--- src/rtl/mixer_pkg.sv ---
// mixer_pkg: shared constants, FSM state type and sine-table contents for
// poly_voice_mixer.
//   PHASE_W    phase accumulator width: {quad[1:0], addr[9:0], frac[9:0]}
//   ROM_ADDR_W quarter-wave table address width
//   SAMPLE_W   signed sample width (table output and mixer output)
package mixer_pkg;

  localparam int PHASE_W    = 22;
  localparam int ROM_ADDR_W = 10;
  localparam int SAMPLE_W   = 16;

  typedef enum logic [1:0] {
    IDLE  = 2'd0,
    FETCH = 2'd1,
    ACC   = 2'd2,
    DONE  = 2'd3
  } mixer_state_e;

  // Quarter-wave table entry. The table is the parabola a*(2048-a)/32, which
  // tracks sin(pi/2 * a/1024) closely, is never negative and peaks at exactly
  // 32767 for a = 1023. It is a pure function of the address, so synthesis
  // folds it into a 1024 x 16 constant table.
  function automatic logic [SAMPLE_W-1:0] rom_value(input logic [ROM_ADDR_W-1:0] addr);
    logic [21:0] prod;
    prod = {12'd0, addr} * (22'd2048 - {12'd0, addr});
    return SAMPLE_W'(prod >> 5);
  endfunction

endpackage

--- src/rtl/voice_sine_lookup.sv ---
// voice_sine_lookup: full-wave sine from a quarter-wave table, one-cycle
// registered result.
//   clk_i, reset_i  clock, asynchronous active-high reset (output clears to 0)
//   phase_i         22-bit phase {quad, addr, frac}; frac is not used
//   sine_o          signed sample for the phase presented on the previous cycle
// Quadrant handling: odd quadrants read the table mirrored (~addr), the upper
// two quadrants negate the result.
module voice_sine_lookup
  import mixer_pkg::*;
(
  input  logic                       clk_i,
  input  logic                       reset_i,
  input  logic [PHASE_W-1:0]         phase_i,
  output logic signed [SAMPLE_W-1:0] sine_o
);

  logic [1:0]                 quad;
  logic [ROM_ADDR_W-1:0]      addr;
  logic [ROM_ADDR_W-1:0]      rom_addr;
  logic [SAMPLE_W-1:0]        mag;
  logic signed [SAMPLE_W-1:0] sine_d;
  logic signed [SAMPLE_W-1:0] sine_q;
  logic                       unused_frac;

  assign quad        = phase_i[21:20];
  assign addr        = phase_i[19:10];
  assign unused_frac = ^phase_i[9:0];
  assign rom_addr    = quad[0] ? ~addr : addr;
  assign mag         = rom_value(rom_addr);
  // mag never exceeds 32767, so negation cannot overflow.
  assign sine_d      = quad[1] ? -$signed(mag) : $signed(mag);

  always_ff @(posedge clk_i or posedge reset_i) begin
    if (reset_i) sine_q <= '0;
    else         sine_q <= sine_d;
  end

  assign sine_o = sine_q;

endmodule

--- src/rtl/poly_voice_mixer.sv ---
// poly_voice_mixer: N-voice additive synth core. One time-shared sine lookup
// serves NUM_VOICES phase accumulators; each voice is scaled by its gain and
// summed, then the sum is scaled down to a 16-bit sample.
//   clk, reset     clock, asynchronous active-high reset
//   generate_next  sample-rate strobe; starts a frame when idle
//   step_size      per-voice phase step, voice v at [v*STEP_W +: STEP_W]
//   gain           per-voice unsigned gain Q0.GAIN_W, voice v at [v*GAIN_W +: GAIN_W]
//   enable         voice sounds and advances
//   note_on        voice phase cleared at the start of its slot
//   sample         signed mixed sample, held between frames
//   sample_ready   one-cycle pulse when sample updates
//   busy           frame in progress
//   overrun        sticky: generate_next seen while busy (cleared by reset only)
//   dbg_state      current FSM state
// Build option: MIXER_SATURATE_EN clamps the scaled sum to the 16-bit range;
// without it the low 16 bits are taken (two's-complement wrap).
//
// Strobe protocol: generate_next is a one-cycle request accepted only in IDLE
// (inputs are snapshotted on that edge); a request while busy, including the
// DONE cycle, is dropped and flags overrun. sample_ready pulses for exactly
// one cycle, 2*NUM_VOICES+2 cycles after the accepted request, and sample
// holds its value until the next pulse.
module poly_voice_mixer
  import mixer_pkg::*;
#(
  parameter int NUM_VOICES = 4,
  parameter int STEP_W     = 20,
  parameter int GAIN_W     = 8,
  parameter int OUT_SHIFT  = 2
) (
  input  logic                         clk,
  input  logic                         reset,
  input  logic                         generate_next,
  input  logic [NUM_VOICES*STEP_W-1:0] step_size,
  input  logic [NUM_VOICES*GAIN_W-1:0] gain,
  input  logic [NUM_VOICES-1:0]        enable,
  input  logic [NUM_VOICES-1:0]        note_on,
  output logic signed [SAMPLE_W-1:0]   sample,
  output logic                         sample_ready,
  output logic                         busy,
  output logic                         overrun,
  output mixer_state_e                 dbg_state
);

  localparam int VOICE_W = (NUM_VOICES > 1) ? $clog2(NUM_VOICES) : 1;
  localparam int PROD_W  = SAMPLE_W + GAIN_W + 1;
  localparam int ACC_W   = PROD_W + $clog2(NUM_VOICES);
  localparam int SHIFT   = GAIN_W + OUT_SHIFT;
  localparam logic [VOICE_W-1:0] LAST_V = VOICE_W'(NUM_VOICES - 1);

  mixer_state_e                   state_q, state_d;
  logic [VOICE_W-1:0]             v_q, v_d;
  logic signed [ACC_W-1:0]        acc_q, acc_d;
  logic signed [SAMPLE_W-1:0]     sample_q, sample_d;
  logic                           ready_q, ready_d;
  logic                           overrun_q, overrun_d;
  logic                           snap_load;

  logic [NUM_VOICES*STEP_W-1:0]   step_s_q;
  logic [NUM_VOICES*GAIN_W-1:0]   gain_s_q;
  logic [NUM_VOICES-1:0]          en_s_q;
  logic [NUM_VOICES-1:0]          non_s_q;

  logic [PHASE_W-1:0]             phase_q [NUM_VOICES];
  logic [PHASE_W-1:0]             phase_eff;
  logic [PHASE_W-1:0]             phase_next;
  logic [STEP_W-1:0]              cur_step;
  logic [GAIN_W-1:0]              cur_gain;
  logic signed [SAMPLE_W-1:0]     sine;
  logic signed [PROD_W-1:0]       prod;
  logic signed [SAMPLE_W-1:0]     s_out;

  // Current voice's snapshot fields; a pending note-on clears the phase
  // before it is used as the lookup address.
  assign cur_step   = step_s_q[v_q*STEP_W +: STEP_W];
  assign cur_gain   = gain_s_q[v_q*GAIN_W +: GAIN_W];
  assign phase_eff  = non_s_q[v_q] ? '0 : phase_q[v_q];
  assign phase_next = phase_eff + PHASE_W'(cur_step);

  voice_sine_lookup u_lookup (
    .clk_i   (clk),
    .reset_i (reset),
    .phase_i (phase_eff),
    .sine_o  (sine)
  );

  // Gain is unsigned, so it gets a zero sign bit before the signed multiply.
  assign prod = PROD_W'(sine) * PROD_W'($signed({1'b0, cur_gain}));

`ifdef MIXER_SATURATE_EN
  localparam logic signed [ACC_W-1:0] S_MAX = ACC_W'(32767);
  localparam logic signed [ACC_W-1:0] S_MIN = ACC_W'(-32768);
  logic signed [ACC_W-1:0] s_full;
  assign s_full = acc_q >>> SHIFT;
  always_comb begin
    s_out = SAMPLE_W'(s_full);
    if (s_full > S_MAX)      s_out = 16'sh7FFF;
    else if (s_full < S_MIN) s_out = 16'sh8000;
  end
`else
  assign s_out = SAMPLE_W'(acc_q >>> SHIFT);
`endif

  always_comb begin
    state_d   = state_q;
    v_d       = v_q;
    acc_d     = acc_q;
    sample_d  = sample_q;
    ready_d   = 1'b0;
    snap_load = 1'b0;
    overrun_d = overrun_q | (generate_next & (state_q != IDLE));
    case (state_q)
      IDLE: begin
        if (generate_next) begin
          state_d   = FETCH;
          v_d       = '0;
          acc_d     = '0;
          snap_load = 1'b1;
        end
      end
      FETCH: state_d = ACC;
      ACC: begin
        // Lookup issued in FETCH is valid now.
        if (en_s_q[v_q]) acc_d = acc_q + ACC_W'(prod);
        if (v_q == LAST_V) begin
          state_d = DONE;
        end else begin
          v_d     = v_q + VOICE_W'(1);
          state_d = FETCH;
        end
      end
      DONE: begin
        sample_d = s_out;
        ready_d  = 1'b1;
        state_d  = IDLE;
      end
      default: state_d = IDLE;
    endcase
  end

  always_ff @(posedge clk or posedge reset) begin
    if (reset) begin
      state_q   <= IDLE;
      v_q       <= '0;
      acc_q     <= '0;
      sample_q  <= '0;
      ready_q   <= 1'b0;
      overrun_q <= 1'b0;
    end else begin
      state_q   <= state_d;
      v_q       <= v_d;
      acc_q     <= acc_d;
      sample_q  <= sample_d;
      ready_q   <= ready_d;
      overrun_q <= overrun_d;
    end
  end

  always_ff @(posedge clk or posedge reset) begin
    if (reset) begin
      step_s_q <= '0;
      gain_s_q <= '0;
      en_s_q   <= '0;
      non_s_q  <= '0;
    end else if (snap_load) begin
      step_s_q <= step_size;
      gain_s_q <= gain;
      en_s_q   <= enable;
      non_s_q  <= note_on;
    end
  end

  // The phase update lands on the edge that also captures the lookup, so the
  // lookup always sees the pre-increment (possibly cleared) phase.
  always_ff @(posedge clk or posedge reset) begin
    if (reset) begin
      for (int i = 0; i < NUM_VOICES; i++) phase_q[i] <= '0;
    end else if (state_q == FETCH) begin
      phase_q[v_q] <= en_s_q[v_q] ? phase_next : phase_eff;
    end
  end

  assign sample       = sample_q;
  assign sample_ready = ready_q;
  assign busy         = (state_q != IDLE);
  assign overrun      = overrun_q;
  assign dbg_state    = state_q;

endmodule
--- config.mk ---
export PLATFORM = sky130hd
export DESIGN_NAME = poly_voice_mixer
export DESIGN_NICKNAME = d
export VERILOG_FILES = /design/src/rtl/mixer_pkg.sv /design/src/rtl/voice_sine_lookup.sv /design/src/rtl/poly_voice_mixer.sv
export SDC_FILE = /design/constraint.sdc
export NUM_CORES = 1
export LEC_CHECK = 0
export ABC_CLOCK_PERIOD_IN_PS = 11800
export CAP_MARGIN = 20
export CORE_MARGIN = 3
export CORE_UTILIZATION = 49
export DETAILED_ROUTE_END_ITERATION = 7
export MAX_ROUTING_LAYER = met4
export PLACE_DENSITY = 0.76
export SETUP_SLACK_MARGIN = 0.4
export SLEW_MARGIN = 20
export SYNTH_ARGS = -nofsm -noshare
export SYNTH_HDL_FRONTEND = slang
export SYNTH_SLANG_ARGS = --single-unit
--- constraint.sdc ---
create_clock -name clk -period 11.8 [get_ports clk]
set_input_delay 1.77 -clock clk [delete_from_list [all_inputs] [get_ports clk]]
set_output_delay 1.77 -clock clk [all_outputs]
set_load 0.01 [all_outputs]
# == Word level (Yosys, flattened, before mapping) ==
# Index checks and enable logic that the tools add are counted.
# op_classes
shifts,2
order_cmp,3
mul,3
mux,26
n_reduce_logical,6
eq_ne,7
add_sub_neg,5
bitwise,4
# ops
operator,count
$mux W22,5
$bwmux W88,1
$shiftx A80 B8 Y20,1
$mux W27,2
$pmux W27 S2,1
$bmux W22 S2,1
$demux W22 S2,1
$shiftx A32 B6 Y8,1
$add A27 B25 Y27,1
$mul A16 B9 Y25,1
$add A22 B20 Y22,1
$mul A10 B22 Y21,1
$mux W16,1
$neg A16 Y16,1
$sub A12 B10 Y13 const A,1
$mux W10,1
$not A10 Y10,1
$mux W2,4
$pmux W2 S4,1
$eq A2 B2 Y1 const B,3
$ne A2 B2 Y1 const B,3
$reduce_and A3 Y1,2
$mul A2 B3 Y5 const B,1
$mux W1,5
13 further kinds,15
# totals
register_bits,273

# == Logic depth before layout (Yosys ltp) ==
# depth
word_depth,11
mapped_depth,37
depth_no_buf,31

# == By module ==
# Synthesis repeated with hierarchy kept, for this count alone.
# hier_totals
hier_cells,2471
hier_area_um2,22888.2
# modules_own_cells
mod,n_inst,area_per_inst_um2,seq_area_each_um2,cells_per_inst
poly_voice_mixer,1,17864.6,6406.1,1911
voice_sine_lookup,1,5023.6,400.4,560

# == Worst setup path after synthesis ==
# Ideal clock, no wire load.
# synth_timing
path_type,reg2reg
start,register v_q[0]
end,register u_lookup.sine_q[15] (netlist: u_lookup.sine_o[15])
required_time_ps,11675
period_less_slack_ps,8400
t_arrival_ps,8275
path_buffers,5
path_stages_with_launch,36
setup_time_ps,125
path_slack_ps,3400
path_cell_list,dfrtp_1 -> buf_2 -> buf_2 -> mux4_2 -> nor2b_1 -> xor2_1 -> inv_1 -> clkbuf_1 -> ha_1 -> and2_1 -> nand2_1 -> nor2_1 -> ha_1 -> buf_1 -> nand2b_1 -> fa_1 -> inv_1 -> fa_1 -> inv_1 -> fa_1 -> inv_1 -> fa_1 -> inv_1 -> fa_1 -> inv_1 -> ha_1 -> clkbuf_1 -> and4_1 -> a31oi_1 -> o21ai_0 -> a2111oi_0 -> o22ai_1 -> nor3_1 -> a21boi_1 -> a31oi_1 -> xnor2_1
# synth_between
elab_chain_cells,11
word_cells_on_any_way,13
# synth_rtl
item,line,rtl
"start, declared",poly_voice_mixer.sv:52,"logic [VOICE_W-1:0] v_q, v_d;"
"start signal, assigned",poly_voice_mixer.sv:151,v_q <= v_d;
$not A2 Y3 (not written as such),poly_voice_mixer.sv:77,assign phase_eff = non_s_q[v_q] ? '0 : phase_q[v_q];
$bmux W22 S2,poly_voice_mixer.sv:77,
$mux W22 (not written as such) (2 in series),poly_voice_mixer.sv:77,
$mux W22 (*),poly_voice_mixer.sv:77,
$not A10 Y10,voice_sine_lookup.sv:28,assign rom_addr = quad[0] ? ~addr : addr;
$mux W10,voice_sine_lookup.sv:28,
$sub A12 B10 Y13,mixer_pkg.sv:25,"prod = {12'd0, addr} * (22'd2048 - {12'd0, addr});"
$mul A10 B22 Y21,mixer_pkg.sv:25,
$neg A16 Y16,voice_sine_lookup.sv:31,assign sine_d = quad[1] ? -$signed(mag) : $signed(mag);
$mux W16 (*),voice_sine_lookup.sv:31,
net u_lookup.sine_d[15],voice_sine_lookup.sv:21,logic signed [SAMPLE_W-1:0] sine_d;
"end signal, assigned",voice_sine_lookup.sv:35,else sine_q <= sine_d;
"end, declared",voice_sine_lookup.sv:22,logic signed [SAMPLE_W-1:0] sine_q;
# Mark *: on every way through the listed nets, which the timed path passes. The rest lies on a longest branch. The select of a mux whose other input is x is not followed.
# A chain may end at the register's enable or synchronous reset.

# == Worst setup path in the final report ==
# layout_timing
start,register v_q[1]
end,register u_lookup.sine_q[15] (netlist: u_lookup.sine_o[15])
# Same word-level chain as after synthesis.

==> metrics.csv <==
metric,value,unit
total of flip-flops plus latches after synthesis,272,
drt pass-1 iters,5,
HPWL after DPL,38300,um
clock tree from TritonCTS,built,
required arrival time at the worst endpoint,12.25,ns
Core Region,43600,um^2
cell area after synthesis,21800,um^2
Worst Skew,0.0131,ns
cell accounting for the most synthesized area,dfrtp_1,
post-cts repair resize count,0,
portion of the post-synthesis area used by sequential elements,31.2,%
unrepaired setup endpoints after global routing,no,
sum of met2 wire segment lengths after detailed routing,24500,um
maximum buffer depth of the clock tree,3,
iteration-0 DRC count of the detailed router,1052,
clock sink count,272,
max capacitance violation total,0,
endpoints failing hold,0,
global-route wire length before repair,85100,um
htree depth,1,
final design instance area without fill,24800,um^2
"Worst Path Class, Setup",flip-flop to flip-flop,
top fanout value on the critical path,26,
DRC,0,
Detail Route Antenna Nets,0,
insertion delay to the later sink of the worst-skew pair,0.58,ns
Top Layer Used,met4,
Clock Pin Slew Worst Setup and Hold Paths,0.07,ns
top-area cell type share of the netlist area,31.2,%
number of nets in the layout,2878,
# hold bufs at CTS,0,
cell count after synthesis,2302,
leading register cell type out of synthesis,dfrtp_1,
total number of vias,16200,
stage delay of the slowest cell on the critical path,0.83,ns
largest net degree at the start of global routing,119,
fraction of layout instances using a drive strength above 1,6.63,%
overall fraction of global-route tracks in use,22.6,%
total I/O pin count,144,
setup bufs post-CTS,0,
final worst-path cycle share,80.9,%
dominant cells by area after synthesis,"dfrtp_1 31%, fa_1 19%, nand2_1 9.4%, ha_1 8.4%, mux4_2 5.3%",
Die X,217,um
Inserted Clock Buffers,29,
"Avg Cell Area, Syn",9.48,um^2
warning count from the yosys run,0,
"EDFF count, synth",0,
number of distinct library cells after synthesis,66,
antenna cells,0,
cell type of the slowest stage on the worst timing path,dfrtp_2,
wire length reported by the detailed router,50000,um
clock root buffer master,clkbuf_16,
status,"finished, final reports clean",
final routed wire length divided by cell count,16.6,um
wire length on met1,21300,um
initial cell density of the core,50.1,%
Total Neg Setup Slack,0,ns
met3 layer wire length in the routed design,2580,um
slew at the pin with the worst max-slew slack,1.00,ns
relative slew slack,32.9,%
number of pins with negative max-slew slack in the final report,0,
final worst slack,2.26,ns
WHS,0.463,ns
vias in the first global route,17300,
final worst path period need,9.54,ns
Most common cell on crit path,inv_1,
final setup fails,0,
asr flop ratio synth,100,%
input/output buffers,143,
top post-synthesis cells by count,"548 x nand2_1, 272 x dfrtp_1, 250 x inv_1",
maximum operating frequency,0.105,GHz
Avg Vias per Cell,5.36,
GPL Wtd Cong,0.936,
area of placed instances,23800,um^2
relative area change from synthesis to final layout,13.6,%
worst min path class,flip-flop to flip-flop,
CP Capture Type,flip-flop,
Cell Rows,76,
area of the die,47100,um^2
leftover overflow at the end of global routing,0,
crit start category,flip-flop,
worst setup slack after placement,2.34,ns
number of antenna violations at the first check in global routing,0,
height of the die,217,um
library cell with the highest instance count after synthesis,nand2_1,
Arrival @ worst endpoint,10.00,ns
## layer usage
metal / track usage, % / vias to the layer above
met1: 29.2 / 8016
met4: 7.09 / 0
met3: 3.31 / 93
met5: - / -
li1: - / 7622
met2: 37.4 / 438
## layout make-up
type,count,area [um^2]
inverters,250,946
repair buffers,164,1590
well taps,585,732
fillers,3712,18800
multi-input cells,1690,13700
clock inverters,15,154
clock buffers,38,810
flip-flops and latches,272,6810
## path summary, 6_finish.rpt
check	startpoint	endpoint	slack, ns	cells after the start
max	v_q[1]	u_lookup.sine_o[15]	2.26	32
min	overrun	overrun	0.46	1
max reg2reg	v_q[1]	u_lookup.sine_o[15]	2.26	32
min reg2reg	overrun	overrun	0.46	1
max in group asynchronous	reset	phase_q[67]	8.60	3
min in group asynchronous	reset	step_s_q[65]	1.76	2
## sequential cells by signal, indices dropped and copies added (netlist names)
signal,flops
v_q,2
phase_q,88
overrun,1
non_s_q,4
acc_q,26
sample,16
dbg_state,2
en_s_q,4
step_s_q,80
u_lookup.sine_o,16
sample_ready,1
gain_s_q,32
## layout by cell type, fill, tap and decap left out, types with 8 or more instances in the layout
cell	count
o21a_1	10
nand3_1	42
fa_1	202
mux2i_1	18
nand2_1	547
mux4_2	51
ha_1	146
clkinv_2	8
o21ai_0	136
inv_1	249
xnor2_1	45
conb_1	9
dfrtp_1	270
nand2b_1	36
or2_2	9
a21o_1	18
clkdlybuf4s50_1	143
mux2_2	18
nor2_1	103
xor2_1	29
nor3_1	15
clkbuf_16	29
a21oi_1	42
buf_4	20
and2_1	82
a31oi_1	8
a211oi_1	8
nor2b_1	32
## cell families (layout without fill, tap and decap cells)
group / count (synthesis) / count (layout) / synth area share (%)
and+or+nand+nor: 898 / 898 / 18.1
xor gates and xnor gates: 76 / 76 / 3.12
adders and majority gates: 348 / 348 / 26.9
muxes: 87 / 87 / 7.02
other: 2 / 9 / 0.0344
AOI/OAI and AO/OA: 272 / 272 / 7.58
DFF: 272 / 272 / 31.2
buffers and inverters: 347 / 467 / 6.03
## metrics by stage
| step | std cells | utilization [%] |
|---|---|---|
| final | 3014 | 56.9 |
| after global routing | 3014 | 56.9 |
| after CTS | 3014 | 56.9 |
| after detailed placement | 2961 | 54.7 |
| after global placement | 2961 | 54.7 |
| after floorplan | 2309 | - |
## critical path, delay by kind of cell, from the launching register on
| family | cells | cell delay, ns |
|---|---|---|
| adder cells (fa/ha/maj) | 8 | 3.60 |
| AO/OA/AOI/OAI | 6 | 1.72 |
| AND/OR/NAND/NOR | 7 | 1.28 |
| buffers and inverters | 8 | 0.90 |
| flip-flops | 1 | 0.83 |
| multiplexers | 1 | 0.69 |
| XOR/XNOR | 2 | 0.31 |
Power is left out: the tool's default activity adds up to more than one toggle a clock period on the data nets, which glitch-free logic cannot reach.
